File: config.mk
export PLATFORM = sky130hd
export DESIGN_NAME = uart_hex_display
export DESIGN_NICKNAME = d
export VERILOG_FILES = /design/src/rtl/uart_hex_pkg.sv /design/src/rtl/uart_rx_core.sv /design/src/rtl/uart_hex_display.sv
export SDC_FILE = /design/constraint.sdc
export NUM_CORES = 1
export LEC_CHECK = 0
export ABC_AREA = 1
export BUFFER_PORTS_ARGS = -buffer_cell sky130_fd_sc_hd__buf_2
export CAP_MARGIN = 20
export CORE_ASPECT_RATIO = 2
export CORE_MARGIN = 10
export CORE_UTILIZATION = 25
export DETAILED_ROUTE_END_ITERATION = 6
export GPL_TIMING_DRIVEN = 0
export PLACE_DENSITY = 0.46
export SLEW_MARGIN = 20
export SYNTH_ARGS = -nofsm -noshare
export SYNTH_HDL_FRONTEND = slang
export SYNTH_SLANG_ARGS = --single-unit
File: constraint.sdc
create_clock -name clk -period 1.6 [get_ports clk]
set_clock_uncertainty 0.1 [all_clocks]
set_input_delay 0.08 -clock clk [delete_from_list [all_inputs] [get_ports clk]]
set_output_delay 0.08 -clock clk [all_outputs]
set_load 0.01 [all_outputs]
File: src/rtl/uart_hex_pkg.sv
`default_nettype none
// ============================================================================
// Module      : uart_hex_pkg
// Description : Shared types, divider helper and seven-segment table for the
//               UART hex display.
// Revision    : 1.0 - initial release
// ============================================================================
package uart_hex_pkg;

    typedef enum logic [1:0] {
        IDLE  = 2'd0,
        START = 2'd1,
        DATA  = 2'd2,
        STOP  = 2'd3
    } rx_state_t;

    // Active-low segment patterns {g,f,e,d,c,b,a} for digits 0..F.
    localparam logic [6:0] SEG_TABLE [16] = '{
        7'h40, 7'h79, 7'h24, 7'h30, 7'h19, 7'h12, 7'h02, 7'h78,
        7'h00, 7'h10, 7'h08, 7'h03, 7'h46, 7'h21, 7'h06, 7'h0E
    };

    // Rounded clock cycles per bit; clk_freq is in MHz.
    function automatic int bit_cycles(input int clk_freq, input int bit_rate);
        longint num;
        num = longint'(clk_freq) * 64'sd1000000 + longint'(bit_rate / 2);
        return int'(num / longint'(bit_rate));
    endfunction

    function automatic logic [6:0] hex_to_seg(input logic [3:0] nibble);
        return SEG_TABLE[nibble];
    endfunction

endpackage
`default_nettype wire

File: src/rtl/uart_rx_core.sv
`default_nettype none
// ============================================================================
// Module      : uart_rx_core
// Description : 8N1 UART receiver with two-flop input synchronizer and
//               mid-bit sampling; emits one-cycle byte_valid per good frame.
// Revision    : 1.0 - initial release
// ============================================================================
module uart_rx_core
    import uart_hex_pkg::*;
#(
    parameter int CLK_FREQ = 50,
    parameter int BIT_RATE = 115200
) (
    input  logic       clk,
    input  logic       reset,
    input  logic       uart_rx,
    output logic       byte_valid,
    output logic [7:0] data
);

    localparam int BIT_CYCLES  = bit_cycles(CLK_FREQ, BIT_RATE);
    localparam int HALF_CYCLES = BIT_CYCLES / 2;
    localparam int CNT_W       = $clog2(BIT_CYCLES);
    localparam logic [CNT_W-1:0] BIT_LAST  = CNT_W'(BIT_CYCLES - 1);
    localparam logic [CNT_W-1:0] HALF_LAST = CNT_W'(HALF_CYCLES - 1);

    logic             r_sync1;
    logic             r_sync2;
    rx_state_t        r_state;
    rx_state_t        w_state_next;
    logic [CNT_W-1:0] r_cnt;
    logic [2:0]       r_idx;
    logic [7:0]       r_shift;
    logic             r_frame_err;
    logic             r_valid;
    logic [7:0]       r_data;

    logic w_rx;
    logic w_bit_done;
    logic w_half_done;
    logic w_cnt_clr;
    logic w_sample;
    logic w_accept;
    logic w_frame_err_set;

    assign w_rx        = r_sync2;
    assign w_bit_done  = (r_cnt == BIT_LAST);
    assign w_half_done = (r_cnt == HALF_LAST);

    always_ff @(posedge clk) begin
        if (reset) begin
            r_sync1 <= 1'b1;
            r_sync2 <= 1'b1;
            r_state <= IDLE;
        end else begin
            r_sync1 <= uart_rx;
            r_sync2 <= r_sync1;
            r_state <= w_state_next;
        end
    end

    always_comb begin
        w_state_next    = r_state;
        w_cnt_clr       = 1'b0;
        w_sample        = 1'b0;
        w_accept        = 1'b0;
        w_frame_err_set = 1'b0;
        case (r_state)
            IDLE: begin
                if (!w_rx) begin
                    w_state_next = START;
                    w_cnt_clr    = 1'b1;
                end
            end
            START: begin
                if (w_half_done) begin
                    w_cnt_clr    = 1'b1;
                    w_state_next = w_rx ? IDLE : DATA;
                end
            end
            DATA: begin
                if (w_bit_done) begin
                    w_cnt_clr = 1'b1;
                    w_sample  = 1'b1;
                    if (r_idx == 3'd7) begin
                        w_state_next = STOP;
                    end
                end
            end
            STOP: begin
                // Counter parks at BIT_LAST so a framing error waits for idle.
                if (w_bit_done) begin
                    if (w_rx) begin
                        w_state_next = IDLE;
                        w_cnt_clr    = 1'b1;
                        w_accept     = !r_frame_err;
                    end else begin
                        w_frame_err_set = 1'b1;
                    end
                end
            end
            default: w_state_next = IDLE;
        endcase
    end

    always_ff @(posedge clk) begin
        if (reset) begin
            r_cnt       <= '0;
            r_idx       <= 3'd0;
            r_shift     <= 8'h00;
            r_frame_err <= 1'b0;
            r_valid     <= 1'b0;
            r_data      <= 8'h00;
        end else begin
            r_valid <= w_accept;
            if (w_accept) begin
                r_data <= r_shift;
            end
            if (w_cnt_clr) begin
                r_cnt <= '0;
            end else if (r_state != IDLE && !(r_state == STOP && w_bit_done)) begin
                r_cnt <= r_cnt + 1'b1;
            end
            if (w_sample) begin
                r_shift <= {w_rx, r_shift[7:1]};
                r_idx   <= r_idx + 3'd1;
            end
            if (w_frame_err_set) begin
                r_frame_err <= 1'b1;
            end else if (r_state != STOP) begin
                r_frame_err <= 1'b0;
            end
        end
    end

    assign byte_valid = r_valid;
    assign data       = r_data;

endmodule
`default_nettype wire

File: src/rtl/uart_hex_display.sv
`default_nettype none
// ============================================================================
// Module      : uart_hex_display
// Description : Shows the last two received UART bytes as four hex digits on
//               active-low seven-segment displays.
// Revision    : 1.0 - initial release
// ============================================================================
module uart_hex_display
    import uart_hex_pkg::*;
#(
    parameter int CLK_FREQ = 50,
    parameter int BIT_RATE = 115200
) (
    input  logic       clk,
    input  logic       reset,
    input  logic       uart_rx,
    output logic [6:0] hex0,
    output logic [6:0] hex1,
    output logic [6:0] hex2,
    output logic [6:0] hex3
);

    logic            w_byte_valid;
    logic [7:0]      w_byte;
    logic [15:0]     r_history;
    logic [3:0][6:0] r_seg;

    uart_rx_core #(
        .CLK_FREQ (CLK_FREQ),
        .BIT_RATE (BIT_RATE)
    ) u_rx (
        .clk        (clk),
        .reset      (reset),
        .uart_rx    (uart_rx),
        .byte_valid (w_byte_valid),
        .data       (w_byte)
    );

    // Newest byte lands in the low half so hex1/hex0 always show it.
    always_ff @(posedge clk) begin
        if (reset) begin
            r_history <= 16'h0000;
        end else if (w_byte_valid) begin
            r_history <= {r_history[7:0], w_byte};
        end
    end

    always_ff @(posedge clk) begin
        if (reset) begin
            for (int i = 0; i < 4; i++) begin
                r_seg[i] <= SEG_TABLE[0];
            end
        end else begin
            for (int i = 0; i < 4; i++) begin
                r_seg[i] <= hex_to_seg(r_history[4*i +: 4]);
            end
        end
    end

    assign hex0 = r_seg[0];
    assign hex1 = r_seg[1];
    assign hex2 = r_seg[2];
    assign hex3 = r_seg[3];

endmodule
`default_nettype wire

==> summary.md <==
| Metric | Value |
|---|---|
| Antenna cells | 0 |
| Final Hold Fails | 0 |
| P_sw | 1.017 mW |
| Hold/Removal Path Class | input pin to register |
| Clk network pwr share | 0.446 |
| Drt drc | 0 |
| Ys Warns | 0 |
| Final min period | 1.610 ns |
| Post-DR vias/cell | 4.566 |
| Syn Nets | about 500 |
| Mapped Area | 3687 um^2 |
| Layout cells sized above 1 | 0.2231 |
| Cell count after synthesis | 469 |
| Tightest Pin Transition | 0.6877 ns |
| GPL Wtd Cong | roughly 0.84 |
| DIE AREA | around 20000 um^2 |
| Gr usage total | 0.09600 |
| Total CTS buffers | 9 |
| First-pass GRT wire length | 15780 um |
| Final instance area | 4661 um^2 |
| CTS Root Cell | clkbuf_16 |
| # IOs | 31 |
| Maximum vdd ir drop | roughly 0.00044 V |
| Sequential Power Share | 0.475 |
| Sw Share | 0.2438 |
| Failing checks | negative setup slack |
| Combinational share of power | 0.079 |
| Final ANT Viol Nets | 0 |
| CTS Sinks | 78 |
| Arrival @ worst endpoint | 1.74 ns |
| Clk_lat worst skew | around 0.33 ns |
| Synth unique cells | 37 |
| Final Setup Violations | 4 |
| Fmax | 621.1 MHz |
| Yosys reg bits | 78 |
| DRT Pass-1 Iters | 4 |
| Area leader, netlist | dfxtp_1 |
| Internal cell power | about 3.2 mW |
| Pleak | 1.803 nW |
| Total power | 4.172 mW |
| Final WL | 9549 um |
| Period utilization | 1.006 |
| Core Footprint | 14430 um^2 |
| Slew headroom | 0.5415 |
| Synth area leaders | dfxtp_1, ha_1, a21oi_1 |
| Largest family of logic cells by synthesized area | compound AO/OA/AOI/OAI gates |
| PortBufs | 30 |
| Die Ht | 191.8 um |
| CP startpoint | u_rx.r_cnt[0] |
| Yosys top cell area share | 0.4235 |
| R2r startpoint | u_rx.r_cnt[0] |
| Hold WS | 0.2269 ns |
| Worst setup slack after layout | -0.009953 ns |
| Reg clk slew, reported paths | 0.06 ns |
| CP endpoint kind | register |
| Most common cell after layout, fill and taps aside | dfxtp_1 |
| Placed cell area | 4078 um^2 |
| Layout area overhead | 26.40% |
| Most frequent cells in the layout | dfxtp_1, a21oi_1, nand2_1 |
| Worst Hold Launch | reset |
| Setup repair after global routing missed its margin | yes |
| Cell Rows | 62 |
| XOR/XNOR Fraction of Synth Area | 0.009162 |
| Hpwl dp | 7161 um |
| Initial core utilization | 0.2555 |
| Wire length per cell | between 10 and 15 um |
| Required @ worst endpoint | 1.73 ns |
| Status | finished with violations |
| WS Path Type | register to register |
| Simple-gate portion of the synthesized area | 0.1778 |
| Critical Path Fanout Max | 5 |
| Post-Synth Adder-Cell Area | 0.09841 |
| Max cap viols | 0 |
| CTS tree | built |
| DP Worst Slack | -0.2331 ns |
| Compound-cell area share of the yosys netlist | 0.2073 |
| # H-tree levels | 3 |
| DRT iter0 DRCs | approximately 120 |
| Total number of vias | 3292 |
| Die X | 105.9 um |
| Synthesized area per cell | 7.862 um^2 |
| Worst Setup Start Kind | register |
| Total grt overflow | 0 |
| Post-synthesis mux area share | 0 |
| Largest net degree at the start of global routing | 14 |
| CTS Buffer Depth | 2 |
| Seq/Total Area, Yosys | 0.4235 |
| Nets | 556 |
| Power Density | slightly below 900 nW/um^2 |
| Initial antenna violation count | 0 |
| Number of global-route vias before repair | between 3000 and 4000 |
| Fin. max-slew vios | 0 |
[final timing paths]
path                                       to  slack (ns)  cells after the start
worst max-delay path            u_rx.r_cnt[5]       -0.01                     11
worst min-delay path             r_history[1]        0.23                      5
worst max register to register  u_rx.r_cnt[5]       -0.01                     11
worst min register to register   u_rx.r_sync2        0.31                      1
[worst max-delay path, stage by stage (launching register included)]
cell	delay, ns
dfxtp_4	0.39
ha_4	0.16
nand2_4	0.05
nor2_4	0.13
nand2_2	0.06
inv_2	0.09
nand2_4	0.06
nand2_4	0.10
buf_8	0.14
a21oi_1	0.04
a21oi_1	0.11
nor2_1	0.05
[synthesized netlist by cell type, drive strengths merged]
library cell and instances:
a311oi 1, nor4 1, nand3 24, o21ai 57, o21a 1, inv 54, nand4 5, o2111ai 1
clkbuf 15, xor2 2, nor3 9, nand2 62, a31oi 2, o211ai 5, or2 7, xnor2 1
nor3b 1, ha 29, a211oi 5, dfxtp 78, nor2 32, a21oi 71, buf 4, clkinv 2
[metrics by stage]
stage | cells | setup TNS [ns] | util
floorplan | 469 | 0 | -
global placement | 691 | -4.105 | 0.2826
detailed placement | 691 | -4.725 | 0.2826
CTS | 720 | -0.1205 | 0.3175
global route | 721 | -1.049 | 0.3230
finish | 721 | -0.01658 | 0.3230
[area by class of cell]
class,instances,area [um^2]
Fill cell,1562,9768
Inverter,56,220.2
Sequential cell,78,1578
Buffer,18,101.3
Clock inverter,5,36.28
Tap cell,192,240.2
Timing Repair Buffer,45,319.1
Clock buffer,11,232.7
Multi-Input combinational cell,316,1933
[kinds of logic (layout without fill, tap and decap cells)]
group,after synthesis,after routing
xor+xnor,3,3
simple gates,141,141
fa+ha+maj,29,29
compound gates,143,143
flops,78,78
buf+inv,75,135
[repair_timing]
| item | 4_1_cts | 5_1_grt |
|---|---|---|
| pin swaps | 8 | 17 |
| hold buffers | 2 | 0 |
| gates resized for setup | 34 | 34 |
| endpoints found under the hold margin | 2 | 0 |
| cloned | 2 | 0 |
| endpoints found under the setup margin | 29 | 34 |
| setup buffers | 9 | 2 |
[layer usage]
| layer | wire length [um] | vias to the layer above | GRT usage |
|---|---|---|---|
| li1 | - | 1675 | - |
| met1 | 3336 | 1550 | 0.08312 |
| met2 | 5681 | 54 | 0.1955 |
| met3 | 334 | 13 | 0.02417 |
| met4 | 195 | 0 | 0.04346 |
| met5 | 0 | - | 0 |
[sequential cells by signal (all words and copies together) (netlist names), named ones only]
signal and count:
hex2 7, u_rx.r_frame_err 1, u_rx.r_shift 8, u_rx.byte_valid 1, u_rx.r_sync1 1, hex3 7, hex0 7, u_rx.r_state 1
u_rx.r_cnt 9, u_rx.r_idx 3, r_history 16, u_rx.data 8, hex1 7, u_rx.r_sync2 1
[power groups by stage]
stage	clock network (mW)	registers, mW	logic [mW]
after floorplan	0	2.01	0.158
after global placement	0	2.02	0.213
after detailed placement	0	2.02	0.213
after CTS	1.93	1.98	0.304
after global routing	2.01	1.98	0.357
final	1.86	1.98	0.329
Note: power is estimated with default switching activity, not from simulation.
